--- src/rtl/wrr_hold_arbiter.sv ---
// Weighted round-robin arbiter with held tenures: a grant lasts until done,
// request drop, or a hold timeout; each index may win up to weight[i] tenures in a row.
//
// state | meaning
// IDLE  | no grant outstanding, waiting for any req
// OWNED | one requester holds the resource
module wrr_hold_arbiter #(
    parameter int N        = 4,
    parameter int WW       = 3,
    parameter int MAX_HOLD = 16,
    localparam int IW      = (N > 1) ? $clog2(N) : 1,
    localparam int HW      = (MAX_HOLD > 1) ? $clog2(MAX_HOLD) : 1
) (
    input  logic            clk,
    input  logic            rst,
    input  logic [N-1:0]    req,
    input  logic [N*WW-1:0] weight,
    input  logic            done,
    output logic [N-1:0]    Grant,
    output logic [IW-1:0]   owner,
    output logic            busy,
    output logic            timeout
);

    typedef enum logic {IDLE = 1'b0, OWNED = 1'b1} state_t;

    state_t          state_q, state_d;
    logic [N-1:0]    grant_q, grant_d;
    logic [IW-1:0]   owner_q, owner_d;
    logic            timeout_q, timeout_d;
    logic [HW-1:0]   hold_cnt_q, hold_cnt_d;
    logic [IW-1:0]   last_q, last_d;
    logic [WW-1:0]   used_q, used_d;

    logic            release_normal;
    logic            release_forced;
    logic            decision;
    logic [WW-1:0]   used_eff;
    logic [WW-1:0]   w_last;
    logic [IW-1:0]   start;
    logic [IW-1:0]   winner;
    logic            found;

    always_ff @(posedge clk or negedge rst) begin
        if (!rst) begin
            state_q    <= IDLE;
            grant_q    <= '0;
            owner_q    <= '0;
            timeout_q  <= 1'b0;
            hold_cnt_q <= '0;
            last_q     <= IW'(N - 1);
            used_q     <= '1;
        end else begin
            state_q    <= state_d;
            grant_q    <= grant_d;
            owner_q    <= owner_d;
            timeout_q  <= timeout_d;
            hold_cnt_q <= hold_cnt_d;
            last_q     <= last_d;
            used_q     <= used_d;
        end
    end

    always_comb begin
        release_normal = 1'b0;
        release_forced = 1'b0;
        decision       = 1'b0;
        used_eff       = used_q;
        w_last         = '0;
        start          = '0;
        winner         = '0;
        found          = 1'b0;

        state_d    = state_q;
        grant_d    = grant_q;
        owner_d    = owner_q;
        timeout_d  = 1'b0;
        hold_cnt_d = hold_cnt_q;
        last_d     = last_q;
        used_d     = used_q;

        if (state_q == OWNED) begin
            release_normal = done || !req[owner_q];
            release_forced = !release_normal && (hold_cnt_q == HW'(MAX_HOLD - 1));
            decision       = release_normal || release_forced;
        end else begin
            decision = |req;
        end

        // A forced release exhausts the owner's quota so priority moves on.
        if (release_forced) used_eff = '1;

        w_last = weight[int'(last_q)*WW +: WW];
        if (w_last == '0) w_last = WW'(1);

        if (used_eff < w_last)
            start = last_q;
        else if (int'(last_q) == N - 1)
            start = '0;
        else
            start = last_q + IW'(1);

        for (int k = 0; k < N; k++) begin
            int idx;
            idx = int'(start) + k;
            if (idx >= N) idx = idx - N;
            if (!found && req[idx]) begin
                found  = 1'b1;
                winner = IW'(idx);
            end
        end

        if (decision) begin
            timeout_d  = release_forced;
            hold_cnt_d = '0;
            if (found) begin
                state_d = OWNED;
                grant_d = '0;
                grant_d[winner] = 1'b1;
                owner_d = winner;
                if (winner == last_q) begin
                    used_d = (&used_eff) ? used_eff : used_eff + WW'(1);
                end else begin
                    last_d = winner;
                    used_d = WW'(1);
                end
            end else begin
                state_d = IDLE;
                grant_d = '0;
                owner_d = '0;
                used_d  = used_eff;
            end
        end else if (state_q == OWNED) begin
            hold_cnt_d = hold_cnt_q + HW'(1);
        end
    end

    assign Grant   = grant_q;
    assign owner   = owner_q;
    assign busy    = |grant_q;
    assign timeout = timeout_q;

endmodule
--- config.mk ---
export PLATFORM = sky130hd
export DESIGN_NAME = wrr_hold_arbiter
export DESIGN_NICKNAME = d
export VERILOG_FILES = /design/src/rtl/wrr_hold_arbiter.sv
export SDC_FILE = /design/constraint.sdc
export NUM_CORES = 1
export LEC_CHECK = 0
export ABC_AREA = 1
export CAP_MARGIN = 15
export CORE_MARGIN = 1
export CORE_UTILIZATION = 57
export CTS_CLUSTER_SIZE = 20
export DETAILED_ROUTE_END_ITERATION = 8
export GPL_TIMING_DRIVEN = 0
export PLACE_DENSITY = 0.9
export REMOVE_ABC_BUFFERS = 1
export SETUP_SLACK_MARGIN = 0.1
export SLEW_MARGIN = 10
export SYNTH_ARGS = -nofsm -noshare
export SYNTH_HDL_FRONTEND = slang
export SYNTH_SLANG_ARGS = --single-unit
--- constraint.sdc ---
create_clock -name clk -period 7.1 [get_ports clk]
set_clock_uncertainty 0.1 [all_clocks]
set_input_delay 1.42 -clock clk [delete_from_list [all_inputs] [get_ports clk]]
set_output_delay 1.42 -clock clk [all_outputs]
set_load 0.1 [all_outputs]
== After elaboration in Yosys (flattened, before gate mapping) ==
Cells that the tools add are included.

* Bits in read-only memories: 0
* Bits in latches: 0
* Word-level logic and storage cells: 96
* Memories: 0
* Output and inout bits: 8
* Bits of input ports: 19
* Register bits: 17
* Memory bits (writable): 0

* Bitwise gates (word level): 1
* Reductions and logical operators: 18
* Muxes and demuxes: 43
* Divide/modulo/power cells: 0
* Multiply operators: 1
* $lt $le $gt $ge: 12
* $add $sub $neg: 10
* Shift operators: 1
* Equal/unequal tests: 3

{| class="wikitable"
|+ Operators by type and width
! kind !! count
|-
| $lt 32x4->1 const B || 4
|-
| $mux 32 || 4
|-
| $mux 1 || 18
|-
| $mux 3 || 5
|-
| $mux 2 || 7
|-
| $mux 4 || 3
|-
| $shiftx 12x5->3 || 1
|-
| $sub 3x3->4 const B || 3
|-
| $bmux 1 s2 || 5
|-
| $ge 3x3->1 const B || 3
|-
| $reduce_or 4->1 || 2
|-
| $add 2x2->3 const B || 2
|-
| $lt 2x3->1 const B || 2
|-
| $reduce_and 3->1 || 2
|-
| $logic_and 1x1->1 || 5
|-
| $logic_not 1->1 || 5
|-
| $add 4x1->4 const B || 1
|-
| $eq 4x4->1 const B || 1
|-
| $mul 2x2->4 const B || 1
|-
| $sub 2x3->4 const B || 1
|-
| $add 2x1->3 const B || 1
|-
| $add 3x1->3 const B || 1
|-
| $ge 2x3->1 const B || 1
|-
| $logic_not 3->1 || 1
|-
| 9 further kinds || 10
|}

== Depth between registers and ports, before layout ==
* Word-level depth: 30
* Mapped depth: 27
* Mapped depth without buffers: 27

== Least setup slack after synthesis ==
Ideal clock, no wire load.

* Path type: input to register
* From: in req[1]
* To: reg used_q[0]
* Library setup time: 0.069 ns
* Path buffers: 0
* Data required time: 6.931 ns
* Stages on the path: 22
* Setup slack: 3.495 ns
* Arrival: 3.436 ns
* Cells stage by stage: inv_1 > nand2_1 > nand3_2 > nand2_2 > nand3_4 > nand2_1 > ha_1 > nand2_4 > nand2_4 > nand2_4 > nand2_8 > nand2_4 > nand2_4 > nand2_4 > nand2_4 > nor2_4 > nand3b_1 > nand2_2 > nand2_1 > nand3_2 > nand2_2 > o21ai_2

* Longest elaborated chain between the ends: 28

{| class="wikitable"
|+ Ends and longest elaborated chain
! element !! line !! text
|-
| from (decl) || 16 || <nowiki>input logic [N-1:0] req,</nowiki>
|-
| branches (longest 28 deep; another with $sub 3x3->4) || - ||
|-
| to (signal assigned) || 60 || <nowiki>used_q <= used_d;</nowiki>
|-
| to (decl) || 33 || <nowiki>logic [WW-1:0] used_q, used_d;</nowiki>
|}

Parallel ways; which one is timed is not known. The select of a mux whose other input is x is not followed.
A chain may end at the register's enable or synchronous reset.

== Worst setup path after layout ==
* From: in req[2]
* To: reg used_q[0]

Same word-level chain as after synthesis.

==> results.md <==
* GRT Overall Usage at 23.0%
* Sequential fraction of the synthesis area at 27.5%
* Final Wtd Congestion at 0.859
* Die Wd at 54.4 um
* Clock tree buffer depth at 2
* Crit-path cells: clkdlybuf4s50_1, inv_1, nand2_1, nand3_2, nand2_2, nand3_4, nand2_1, ha_1, nand2_4, nand2_4, nand2_4, nand2_8, nand2_4, nand2_2, nand2_2, nand2_4, nor2_4, nand3b_1, nand2_2, nand2_1, nand3_2, nand2_2, o21ai_2
* CP top delay family: simple AND/OR/NAND/NOR gates
* Post-synth EDFFs at 0
* Final hold slack at 0.390 ns
* YS warnings at 0
* Via-to-Cell Ratio at 5.06
* Initial Util at 61.6%
* Syn_area_per_cell at 7.22 um^2
* Post-Route Setup TNS at 0 ns
* Period Utilization, post-route at 57.8%
* Number of placement rows at 18
* FILL cells at 203
* Synth Instances at 217
* CP Launch Type: primary input
* Endpoints failing setup at 0
* CTS Buf Count at 3
* Antenna-violating nets left at 0
* Top-area cell type share of the netlist area at 19.2%
* Die Height at 54.4 um
* Post CTS Setup Buffer Count at 0
* Crit-path max cell delay at 0.58 ns
* DRT iter0 DRCs at 31
* Final core occ at 74.1%
* Synth Register Bits at 17
* Min-Delay Path Class: register to register
* Setup crit end kind: register
* Synth-to-Final Area Change at 20.3%
* Cell with the most instances after synthesis: nand2_1
* Mapped cell area at 1570 um^2
* # port buffers at 26
* Clk_lat worst skew at 0.29 ns
* Dpl cell area at 1860 um^2
* Largest cells by area after synthesis: dfrtp_1 19%, nand2_1 13%, nand2_2 10%
* Clock sink count at 17
* Core area at 2540 um^2
* Post-layout instance area at 1890 um^2
* Vias in the first global route at 1177
* H-tree lvl count at 1
* First-pass GRT wire length at 4910 um
* Largest net degree at the start of global routing at 18
* Total number of vias at 1396
* Crit path time final at 4.10 ns
* Synth cell types at 27
* Unrepaired setup endpoints after global routing: no
* Crit Path Class: primary input to register
* Worst-path maximum fanout at 9
* Nets at 270
* Initial antenna violation count at 0
* Primary FF master, synth: dfrtp_1
* CTS tree: built
* Post-DP HPWL at 2410 um
* Cts repair resizes at 0
* Final WL at 3070 um
* Worst slew margin at 35.0%
* Fin. Hold Viols at 0
* WP data required at 7.24 ns
* Ant diodes at 0
* Root Buffer: clkbuf_4
* Proportion of layout cells with a drive suffix above 1 at 26.0%
* F_max at 244 MHz
* Worst-margin pin slew at 0.971 ns
* I/O pins at 27
* Quantity of hold-fixing buffers added after cts at 0
* CP max-delay cell: clkdlybuf4s50_1
* Status: completed
* WP buf/inv at 2
* Routed wire per std cell at 11.1 um
* Multi-input logic area at 997 um^2
* Crit path DAT at 4.24 ns
* Clk slew on worst S/H paths at 0.10 ns
* Cell taking the most area after synthesis: dfrtp_1
* Max cap viols at 0
* First-pass iteration count of the detailed router at 4
* Total gr overflow at 0
* Slew Limit Fails at 0
* Die ar. at 2960 um^2
* DRC at 0
* Synth async-reset ratio at 100%
* Top cells by count, synth: 56 x nand2_1, 32 x inv_1, 26 x nand2_2, 16 x nand3_1, 13 x nand2_4
* Seq. cell area at 432 um^2
## sequential cells by signal, summed over array words and instances (netlist names)
register,cells
Grant,4
hold_cnt_q,4
used_q,3
last_q,2
owner,2
state_q,1
timeout,1
## path summary, 6_finish.rpt
check / from / to / slack (ns) / cells after the start
max: req[2] / used_q[0]$_DFFE_PN1N_ / 3.00 / 23
min: used_q[2]$_DFFE_PN1N_ / used_q[2]$_DFFE_PN1N_ / 0.39 / 2
max reg2reg: last_q[0]$_DFFE_PN1P_ / used_q[0]$_DFFE_PN1N_ / 4.15 / 20
min reg2reg: used_q[2]$_DFFE_PN1N_ / used_q[2]$_DFFE_PN1N_ / 0.39 / 2
max in group asynchronous: rst / Grant[3]$_DFFE_PN0N_ / 4.98 / 1
min in group asynchronous: rst / timeout$_DFF_PN0_ / 1.45 / 1
## metal layers
layer	share of wire [%]	track usage [%]
met1	48	30.2
met2	45	38.8
met3	5.9	3.33
met4	1.0	6.84
met5	0	0
## worst reg2reg max path, cell delays in order, from the launching register on
cell,delay (ns)
dfstp_2,0.68
inv_1,0.21
nand2_1,0.10
nand3_1,0.08
nand2_2,0.08
ha_1,0.25
nand2_4,0.12
nand2_4,0.09
nand2_4,0.10
nand2_8,0.09
nand2_4,0.08
nand2_2,0.06
nand2_2,0.08
nand2_4,0.06
nor2_4,0.10
nand3b_1,0.11
nand2_2,0.14
nand2_1,0.10
nand3_2,0.09
nand2_2,0.07
o21ai_2,0.11
## cell type report
cell class,count,area share (%)
clock buffer,3,1.19
clock inverter,1,0.265
inverter,35,6.97
multi-input combinational,164,52.9
sequential,17,22.9
tap,30,1.99
timing repair buffer,26,13.8
## cells in the final DEF, fill, tap and decap left out, types with 6 or more instances in the layout
cell             instances
nand3_2                  6
nand2_1                 56
inv_1                   32
clkdlybuf4s50_1         26
dfrtp_1                 12
o21ai_0                  9
nand2_4                 13
nor2_1                   9
nand2_2                 26
nand3_1                 16
## per-stage QoR
step	setup slack (ns)	std cells
2_1_floorplan	3.49	216
3_3_place_gp	2.74	272
3_5_place_dp	2.70	272
4_1_cts	3.00	276
5_1_grt	2.74	276
6_report	3.00	276
## cell families after synthesis
family	count (synthesis)	share of synthesized area, %
AOI/OAI and AO/OA	21	7.66
xor gates and xnor gates	3	1.68
adders and majority gates	4	3.19
buffers and inverters	36	8.86
DFF	17	27.5
and+or+nand+nor	136	51.1
Power is left out: the tool's default activity adds up to more than one toggle a clock period on the data nets, which glitch-free logic cannot reach.
